$ cat config.mk
export PLATFORM = sky130hd
export DESIGN_NAME = tri_setup
export DESIGN_NICKNAME = d
export VERILOG_FILES = /design/src/rtl/tri_setup.sv
export SDC_FILE = /design/constraint.sdc
export NUM_CORES = 1
export LEC_CHECK = 0
export CAP_MARGIN = 5
export CELL_PAD_IN_SITES_DETAIL_PLACEMENT = 1
export CELL_PAD_IN_SITES_GLOBAL_PLACEMENT = 2
export CORE_MARGIN = 2
export CORE_UTILIZATION = 29
export CTS_CLUSTER_SIZE = 20
export DETAILED_ROUTE_END_ITERATION = 8
export PLACE_DENSITY_LB_ADDON = 0.1
export REMOVE_ABC_BUFFERS = 1
export SLEW_MARGIN = 40
export SYNTH_ARGS = -nofsm -noshare
export SYNTH_HDL_FRONTEND = slang
export SYNTH_SLANG_ARGS = --single-unit
$ cat constraint.sdc
create_clock -name clk -period 7.5 [get_ports clk]
set_clock_uncertainty 0.05 [all_clocks]
set_input_delay 0.75 -clock clk [delete_from_list [all_inputs] [get_ports clk]]
set_output_delay 0.75 -clock clk [all_outputs]
set_load 0.02 [all_outputs]
$ cat src/rtl/tri_setup.sv
// rtl/tri_setup.sv - triangle setup: edge equations, twice-area, tile-clamped bbox, cull/winding fix
// Define BACKFACE_CULL_EN to cull negative-area triangles instead of flipping their winding.
module tri_setup #(
   parameter int TILE_SIZE = 32,
   localparam int BW = $clog2(TILE_SIZE)
) (
   input  logic            clk,
   input  logic            rst,
   input  logic            fifo_empty,
   output logic            fifo_rd_en,
   input  logic [121:0]    fifo_rd_data,
   output logic            out_valid,
   input  logic            out_ready,
   output logic            out_is_tile,
   output logic [3:0]      out_tile_x,
   output logic [2:0]      out_tile_y,
   output logic [20:0]     out_edge_a,
   output logic [20:0]     out_edge_b,
   output logic [38:0]     out_edge_c,
   output logic [14:0]     out_area,
   output logic [4*BW-1:0] out_bbox,
   output logic [77:0]     out_attr,
   output logic [15:0]     culled_count
);

   typedef enum logic [2:0] {IDLE, CAPT, E0, E1, E2, AREA, OUT} state_t;
   state_t state_q, state_d;

   logic [113:0]    vtx_q;
   logic [6:0]      ea_q [3];
   logic [6:0]      eb_q [3];
   logic [12:0]     ec_q [3];
   logic [14:0]     area_q;
   logic [4*BW-1:0] bbox_q;
   logic            offscr_q;
   logic            is_tile_q;
   logic [3:0]      tile_x_q;
   logic [2:0]      tile_y_q;
   logic [15:0]     cnt_q;

   logic [11:0] vp, vq;
   logic [1:0]  edge_idx;
   logic [5:0]  xp, yp, xq, yq;
   logic [11:0] prod_pq, prod_qp;
   logic [6:0]  edge_a, edge_b;
   logic [12:0] edge_c;
   logic [5:0]  xa, xb, xc, ya, yb, yc;
   logic [5:0]  min_x, max_x, min_y, max_y;
   logic [14:0] area_sum;
   logic        cull;

   // One multiplier pair serves all three edges; the FSM state picks the vertex pair.
   always_comb begin
      vp       = vtx_q[113:102];
      vq       = vtx_q[75:64];
      edge_idx = 2'd0;
      case (state_q)
         E1: begin vp = vtx_q[75:64];  vq = vtx_q[37:26];  edge_idx = 2'd1; end
         E2: begin vp = vtx_q[37:26];  vq = vtx_q[113:102]; edge_idx = 2'd2; end
         default: ;
      endcase
   end

   assign xp      = vp[11:6];
   assign yp      = vp[5:0];
   assign xq      = vq[11:6];
   assign yq      = vq[5:0];
   assign prod_pq = {6'd0, xp} * {6'd0, yq};
   assign prod_qp = {6'd0, xq} * {6'd0, yp};
   assign edge_a  = {1'b0, yp} - {1'b0, yq};
   assign edge_b  = {1'b0, xq} - {1'b0, xp};
   assign edge_c  = {1'b0, prod_pq} - {1'b0, prod_qp};

   assign xa = vtx_q[113:108];
   assign ya = vtx_q[107:102];
   assign xb = vtx_q[75:70];
   assign yb = vtx_q[69:64];
   assign xc = vtx_q[37:32];
   assign yc = vtx_q[31:26];

   function automatic logic [5:0] min3(input logic [5:0] a, input logic [5:0] b, input logic [5:0] c);
      logic [5:0] m;
      m = (a < b) ? a : b;
      return (c < m) ? c : m;
   endfunction

   function automatic logic [5:0] max3(input logic [5:0] a, input logic [5:0] b, input logic [5:0] c);
      logic [5:0] m;
      m = (a > b) ? a : b;
      return (c > m) ? c : m;
   endfunction

   function automatic logic [BW-1:0] clamp(input logic [5:0] v);
      if (32'(v) > TILE_SIZE - 1)
         return BW'(TILE_SIZE - 1);
      else
         return v[BW-1:0];
   endfunction

   assign min_x = min3(xa, xb, xc);
   assign max_x = max3(xa, xb, xc);
   assign min_y = min3(ya, yb, yc);
   assign max_y = max3(ya, yb, yc);

   assign area_sum = {{2{ec_q[0][12]}}, ec_q[0]} + {{2{ec_q[1][12]}}, ec_q[1]}
                   + {{2{ec_q[2][12]}}, ec_q[2]};

`ifdef BACKFACE_CULL_EN
   assign cull = (area_sum == 15'd0) || area_sum[14] || offscr_q;
`else
   assign cull = (area_sum == 15'd0) || offscr_q;
`endif

   always_comb begin
      state_d    = state_q;
      fifo_rd_en = 1'b0;
      case (state_q)
         IDLE: begin
            fifo_rd_en = !fifo_empty && !rst;
            if (fifo_rd_en)
               state_d = CAPT;
         end
         CAPT:    state_d = fifo_rd_data[121] ? OUT : E0;
         E0:      state_d = E1;
         E1:      state_d = E2;
         E2:      state_d = AREA;
         AREA:    state_d = cull ? IDLE : OUT;
         OUT:     if (out_ready) state_d = IDLE;
         default: state_d = IDLE;
      endcase
   end

   always_ff @(posedge clk or posedge rst) begin
      if (rst) begin
         state_q   <= IDLE;
         vtx_q     <= '0;
         area_q    <= '0;
         bbox_q    <= '0;
         offscr_q  <= 1'b0;
         is_tile_q <= 1'b0;
         tile_x_q  <= '0;
         tile_y_q  <= '0;
         cnt_q     <= '0;
         for (int i = 0; i < 3; i++) begin
            ea_q[i] <= '0;
            eb_q[i] <= '0;
            ec_q[i] <= '0;
         end
      end else begin
         state_q <= state_d;
         case (state_q)
            CAPT: begin
               vtx_q     <= fifo_rd_data[113:0];
               is_tile_q <= fifo_rd_data[121];
               if (fifo_rd_data[121]) begin
                  tile_x_q <= fifo_rd_data[117:114];
                  tile_y_q <= fifo_rd_data[120:118];
               end
            end
            E0, E1, E2: begin
               ea_q[edge_idx] <= edge_a;
               eb_q[edge_idx] <= edge_b;
               ec_q[edge_idx] <= edge_c;
               if (state_q == E2) begin
                  bbox_q   <= {clamp(min_x), clamp(max_x), clamp(min_y), clamp(max_y)};
                  offscr_q <= (32'(min_x) >= TILE_SIZE) || (32'(min_y) >= TILE_SIZE);
               end
            end
            AREA: begin
               if (cull) begin
                  if (cnt_q != 16'hFFFF)
                     cnt_q <= cnt_q + 16'd1;
               end else if (area_sum[14]) begin
                  // Clockwise triangle: flip every coefficient so the record is always CCW.
                  for (int i = 0; i < 3; i++) begin
                     ea_q[i] <= -ea_q[i];
                     eb_q[i] <= -eb_q[i];
                     ec_q[i] <= -ec_q[i];
                  end
                  area_q <= -area_sum;
               end else begin
                  area_q <= area_sum;
               end
            end
            default: ;
         endcase
      end
   end

   assign out_valid    = (state_q == OUT);
   assign out_is_tile  = is_tile_q;
   assign out_tile_x   = tile_x_q;
   assign out_tile_y   = tile_y_q;
   assign out_edge_a   = {ea_q[0], ea_q[1], ea_q[2]};
   assign out_edge_b   = {eb_q[0], eb_q[1], eb_q[2]};
   assign out_edge_c   = {ec_q[0], ec_q[1], ec_q[2]};
   assign out_area     = area_q;
   assign out_bbox     = bbox_q;
   assign out_attr     = {vtx_q[101:76], vtx_q[63:38], vtx_q[25:0]};
   assign culled_count = cnt_q;

endmodule

==> impl_metrics.py, run 1 <==
metrics = {
    "yosys": {
        "yosysTopAreaCell": "dfrtp_1",
        "yosys-top-cells-area": "dfrtp_1 (36%), fa_1 (7.6%), ha_1 (7.4%), mux2_2 (7.3%), o21ai_0 (4.8%)",
        "synth_edf_count": 0,
        "yosysTopAreaCellShare": 0.3597,
        "synth_seq_area_share": 0.3597,
        "syn_inst": 1911,
        "synth_cell_type_count": 73,
        "yosysMostFrequentCell": "dfrtp_1",
        "avgSynthCellArea_um2": 9.393,
        "synthesis.area_um2": 17950,
        "async_reset_ff_frac": 1.000,
        "synth.cells.most_frequent": "dfrtp_1 (258), o21ai_0 (171), inv_1 (165), nor2_1 (154), nand2_1 (145)",
        "ys_warn_count": 0,
        "ys_seq_elements": 258,
        "synthFlopType": "dfrtp_1",
    },
    "layout": {
        "fin_nets": 2469,
        "area_delta_synth_final_pct": 27.94,
        "n_fill_cell": 6946,
        "layout-drive-gt1-share": 0.1086,
    },
    "worst_setup_path": {
        "cp-startpoint": "state_q[0]$_DFFE_PP0P_",
        "crit_end": "out_edge_c[37]$_DFFE_PP0P_",
        "cp.required_ns": 7.86,
        "regToRegSetupSlack_ns": 0.67,
        "cpPeakStageDelay_ns": 0.67,
        "arrival_ns": 7.19,
        "crit_type": "reg -> reg",
        "critPathSlowestCell": "dfrtp_1",
        "cp-start-kind": "flop",
        "worstReg2RegStart": "state_q[0]$_DFFE_PP0P_",
        "r2r-end": "out_edge_c[37]$_DFFE_PP0P_",
        "cp_max_fo": 26,
        "path_common_cell": "fa_1",
        "timing.reg2reg.worst_path_depth": 22,
        "end_kind": "flop",
        "cp_cell_sequence": "nand3b_1, o21ai_1, buf_4, o21ai_0, a21oi_1, inv_1, nand2_1, fa_1, fa_1, fa_1, fa_1, inv_1, fa_1, inv_1, ha_1, inv_1, o21ai_0, a2111oi_0, o31ai_1, a21oi_1, xor2_1, o221ai_1",
    },
    "die": {
        "die_y_um": 252.8,
        "dieArea_um2": 63910,
        "die_w_um": 252.8,
        "core_um2": 61480,
        "io_pins": 346,
        "start_util": 0.2920,
        "rows": 91,
    },
    "clock_tree": {
        "clkTransAtPathRegs_ns": 0.06,
        "cts_tree": "built",
        "postCtsSetupBuffers": 0,
        "cts_buffer_depth": 3,
        "clock-root-buffer": "clkbuf_16",
        "numClockSinks": 258,
        "h-tree-depth": 2,
        "insertion_delay_ns": 0.56,
        "cts_made_buffers": 36,
    },
    "detailed_routing": {
        "top_layer": "met4",
        "vias_per_cell": 5.122,
        "drcViolationCount": 0,
        "detail_route.wirelength_mm": 63.76,
        "wl_met3_mm": 3.398,
        "routedWlPerCell_um": 21.34,
        "vias": 15300,
        "ant_nets": 0,
        "drt-pass1-iter-count": 4,
        "wl_met2_mm": 30.96,
        "drt_iter0_markers": 709,
        "wl_met1_mm": 27.94,
    },
    "min_path": {
        "hp-class": "reg -> reg",
    },
    "sta": {
        "setup_slack_ns": 0.6733,
        "hold_violations": 0,
        "post-route-period-util": 0.9102,
        "fin_crit_ns": 6.827,
        "rsz0062_at_grt": "no",
        "max_slew.worst_pin.slew_ns": 0.8068,
        "setup-tns-final_ns": 0,
        "relSlewSlack": 0.4616,
        "setup_violations": 0,
        "fmax_mhz": 146.5,
        "slew_violations": 0,
    },
    "run": {
        "maxCapViolCount": 0,
    },
    "placement": {
        "dp_hpwl_mm": 47.35,
        "place_worst_setup_slack_ns": 0.5043,
        "gp_congestion": 0.8537,
        "portBuffers": 345,
    },
    "global_routing": {
        "globalRouteTotalUtil": 0.2002,
        "grt_max_degree": 81,
        "antenna_found_initial": 5,
        "grt_pass1_wl_mm": 99.33,
        "grt_pass1_vias": 16400,
        "grt.overflow.total": 0,
    },
    "outcome": {
        "status": "completed",
    },
}
==> through the flow <==
step	std cells	utilization	hold slack, ns	cell area (um^2)
2_1_floorplan	1752	-	0.4971	17040
3_3_place_gp	2919	0.3542	0.4109	21780
3_5_place_dp	2921	0.3555	0.4286	21860
4_1_cts	2982	0.3731	0.4412	22940
5_1_grt	2987	0.3735	0.4659	22970
6_report	2987	0.3735	0.4375	22970
==> critical path, delay by kind of cell (launching register included) <==
kind	cells	cell delay, ns
AND/OR/NAND/NOR	2	0.28
buffers and inverters	5	0.64
flip-flops	1	0.67
adder cells (fa/ha/maj)	6	2.81
XOR/XNOR	1	0.32
AO/OA/AOI/OAI	8	1.90
==> cell usage in the layout, fill, tap and decap left out, types with 31 or more instances in the layout <==
cell and n:
fa_1 68, o32a_1 31, a21oi_1 97, mux2_2 116, inv_1 164, nand2_1 143, nor2_1 149, nor3_1 58
o22ai_1 41, ha_1 106, o21ai_0 171, dfrtp_1 258, clkbuf_16 36, clkdlybuf4s50_1 345
==> timing repair <==
action / 4_1_cts / 5_1_grt
gates resized for setup: 0 / 1
hold endpoints to repair: 0 / 0
endpoints found under the setup margin: 0 / 4
hold buffers: 0 / 0
==> layer usage <==
layer / global-route usage / vias to the layer above
met1: 0.2575 / 7764
met2: 0.3393 / 333
met3: 0.04184 / 79
met5: 0 / -
li1: - / 7124
met4: 0.05562 / 0
==> cell type report <==
class                      count  area, um^2  area share
clock inverter                 9       80.08    0.003487
inverter                     165       626.9     0.02729
timing repair buffer         379        3765      0.1639
sequential                   258        6456      0.2811
multi-input combinational   1329       10040      0.4370
clock buffer                  52        1001     0.04358
antenna                        5       12.51   0.0005448
tap                          790       988.4     0.04304
==> cells by family after synthesis <==
group / count (synthesis) / synth area share
XOR/XNOR: 50 / 0.02440
adder cells (fa/ha/maj): 175 / 0.1503
AND/OR/NAND/NOR: 498 / 0.1299
flip-flops: 258 / 0.3597
AO/OA/AOI/OAI: 466 / 0.1639
multiplexers: 140 / 0.08671
buffers and inverters: 324 / 0.08510
==> flip-flops by register name, summed over array words and instances, names as in the netlist <==
name and count:
out_edge_c 39, out_area 15, state_q 3, out_bbox 20, out_edge_b 21, vtx_q 114
culled_count 16, out_tile_x 4, offscr_q 1, out_is_tile 1, out_edge_a 21, out_tile_y 3
==> worst min path at each step <==
stage	startpoint	end	depth (start not counted)
floorplan	offscr_q$_DFFE_PP0P_	offscr_q$_DFFE_PP0P_	1
global placement	out_is_tile$_DFFE_PP0N_	out_is_tile$_DFFE_PP0N_	1
detailed placement	out_is_tile$_DFFE_PP0N_	out_is_tile$_DFFE_PP0N_	1
CTS	out_is_tile$_DFFE_PP0N_	out_is_tile$_DFFE_PP0N_	1
global route	vtx_q[52]$_DFFE_PP0N_	vtx_q[52]$_DFFE_PP0N_	1
finish	out_is_tile$_DFFE_PP0N_	out_is_tile$_DFFE_PP0N_	1
Power of run 1 is not shown: default switching activity piles up to over one toggle a cycle in this logic, so the estimate is an artifact.
==> inputs of run 2 (changes only) <==
- ABC_AREA: default -> 0
==> results of run 2 <==
Final layout, timing and power as in run 1 (identical DEF).
Power of run 2 is left out for the same reason.
==> inputs of run 3 (changes only) <==
--- a/config.mk
+++ b/config.mk
@@ -20,2 +20,3 @@
 export SYNTH_HDL_FRONTEND = slang
 export SYNTH_SLANG_ARGS = --single-unit
+export TNS_END_PERCENT = 30
==> constraint.sdc (replaced) <==
create_clock -name clk -period 7.5 [get_ports clk]
set_clock_uncertainty 0.05 [all_clocks]
set_input_delay 2.25 -clock clk [delete_from_list [all_inputs] [get_ports clk]]
set_output_delay 2.25 -clock clk [all_outputs]
set_load 0.02 [all_outputs]
==> run 3 against run 2 <==
  * Cell area up 0.31%
  * Via count about the same
  * Global-route usage down 0.19 points
  * Core utilization up 0.12 points
  * Sequential cell count unchanged
  * Final cell count about the same
  * Hold slack worse by 0.011 ns
  * Wire length down 0.12%
  * Die area unchanged
  * Count of clock-buffer cells in the layout down 1
  * Critical path depth unchanged
  * Maximum frequency down 2.1%
  * Critical endpoint is now out_edge_c[35]$_DFFE_PP0P_
==> impl_metrics.py, run 3 (synthesis gave the netlist of run 1 again) <==
metrics = {
    "outcome": {
        "status": "completed",
    },
    "layout": {
        "final_common_cell": "clkdlybuf4s50_1",
        "final_cell_mix": "clkdlybuf4s50_1 (345), dfrtp_1 (258), o21ai_0 (171)",
        "design_area_um2": 23040,
        "layout-drive-gt1-share": 0.1124,
        "fin_nets": 2471,
        "fin_cells": 2989,
        "area_delta_synth_final_pct": 28.34,
        "largest_reg_flops": 114,
        "regMostFlops": "vtx_q",
    },
    "placement": {
        "portBuffers": 345,
        "placedCellCount": 2923,
        "dp_hpwl_mm": 47.44,
        "gp_congestion": 0.8429,
        "postPlaceCellArea_um2": 21840,
    },
    "clock_tree": {
        "clock-root-buffer": "clkbuf_16",
        "postCtsSetupBuffers": 0,
        "cts_tree": "built",
        "holdBufCountCts": 0,
        "ctsResizeCount": 0,
        "h-tree-depth": 2,
        "clkTransAtPathRegs_ns": 0.06,
        "cts_buffer_depth": 3,
        "cts_made_buffers": 36,
        "numClockSinks": 258,
        "insertion_delay_ns": 0.56,
    },
    "sta": {
        "post-route-period-util": 0.9298,
        "fin_crit_ns": 6.974,
        "slew_violations": 0,
        "hold_violations": 0,
        "setup_violations": 0,
        "fmax_mhz": 143.4,
        "relSlewSlack": 0.4566,
        "max_slew.worst_pin.slew_ns": 0.8142,
        "rsz0062_at_grt": "no",
    },
    "detailed_routing": {
        "ant_nets": 0,
        "drt-pass1-iter-count": 4,
        "detail_route.wirelength_mm": 63.68,
        "drcViolationCount": 0,
        "vias": 15290,
        "vias_per_cell": 5.116,
        "routedWlPerCell_um": 21.30,
        "drt_iter0_markers": 667,
    },
    "global_routing": {
        "grt.overflow.total": 0,
        "grt_pass1_vias": 16420,
        "top_usage_layer": "met2",
        "use_met2": 0.3408,
        "grt_pass1_wl_mm": 98.14,
        "grt_max_degree": 109,
        "globalRouteTotalUtil": 0.1983,
        "use_met1": 0.2502,
        "antenna_found_initial": 2,
        "grtUsageMet3": 0.04245,
    },
    "worst_setup_path": {
        "crit_type": "reg -> reg",
        "cp_max_fo": 26,
        "cp.required_ns": 7.89,
        "path_common_cell": "fa_1",
        "end_kind": "flop",
        "cpPeakStageDelay_ns": 0.64,
        "arrival_ns": 7.36,
        "critPathBufInv": 6,
        "cp_cell_sequence": "buf_4, nand3b_1, o21ai_1, buf_4, o221ai_1, inv_1, nand2_1, fa_1, fa_1, fa_1, fa_1, inv_1, fa_1, inv_1, ha_1, inv_1, o21ai_0, a2111oi_0, nor2_1, xnor2_1, o32ai_1, a22o_1",
        "critPathSlowestCell": "a2111oi_0",
        "cp-start-kind": "flop",
        "cp_top_family": "adder cells",
    },
    "die": {
        "io_pins": 346,
        "die_y_um": 252.8,
        "die_w_um": 252.8,
        "start_util": 0.2920,
        "rows": 91,
        "dieArea_um2": 63910,
        "core_um2": 61480,
    },
    "min_path": {
        "hp-class": "reg -> reg",
    },
    "run": {
        "maxCapViolCount": 0,
    },
}
## run 3: cell count changes in the layout (fill, tap and decap cells not counted), moves of 2 or more
cell,before,now
buf_4,30,34
diode_2,5,2
clkbuf_1,12,8
clkinv_2,4,6
buf_16,2,0
clkbuf_8,4,7
bufinv_16,0,2
## run 3: routing by layer
metal | up-vias | routed length [um]
li1 | 7131 | -
met1 | 7776 | 28000
met2 | 301 | 31110
met3 | 84 | 3093
met4 | 0 | 1482
met5 | - | 0
## run 3: final timing paths
check                                   startpoint                    endpoint  slack [ns]  depth (start not counted)
setup / recovery            state_q[1]$_DFFE_PP0P_  out_edge_c[35]$_DFFE_PP0P_        0.53                         22
hold / removal             out_is_tile$_DFFE_PP0N_     out_is_tile$_DFFE_PP0N_        0.43                          1
setup reg to reg            state_q[1]$_DFFE_PP0P_  out_edge_c[35]$_DFFE_PP0P_        0.53                         22
hold reg to reg            out_is_tile$_DFFE_PP0N_     out_is_tile$_DFFE_PP0N_        0.43                          1
max in group asynchronous                      rst       vtx_q[24]$_DFFE_PP0N_        4.07                          3
min in group asynchronous                      rst       vtx_q[49]$_DFFE_PP0N_        2.17                          2
## run 3: metrics by stage
step	hold WS [ns]	setup WS, ns	setup TNS [ns]	util
2_1_floorplan	0.4971	-1.898	-490.86	-
3_3_place_gp	0.4107	0.5902	0	0.3547
3_5_place_dp	0.4191	0.4388	0	0.3552
4_1_cts	0.4322	0.4242	0	0.3744
5_1_grt	0.4567	0.05798	0	0.3747
6_report	0.4266	0.5264	0	0.3747
## run 3: layout make-up
class | count | area [um^2]
multi-input combinational | 1329 | 10040
fill | 6974 | 38450
sequential | 258 | 6456
inverter | 165 | 631.9
tap | 790 | 988.4
clock buffer | 51 | 1027
antenna | 2 | 5.005
clock inverter | 13 | 151.4
timing repair buffer | 381 | 3740
Power of run 3 is left out for the same reason.
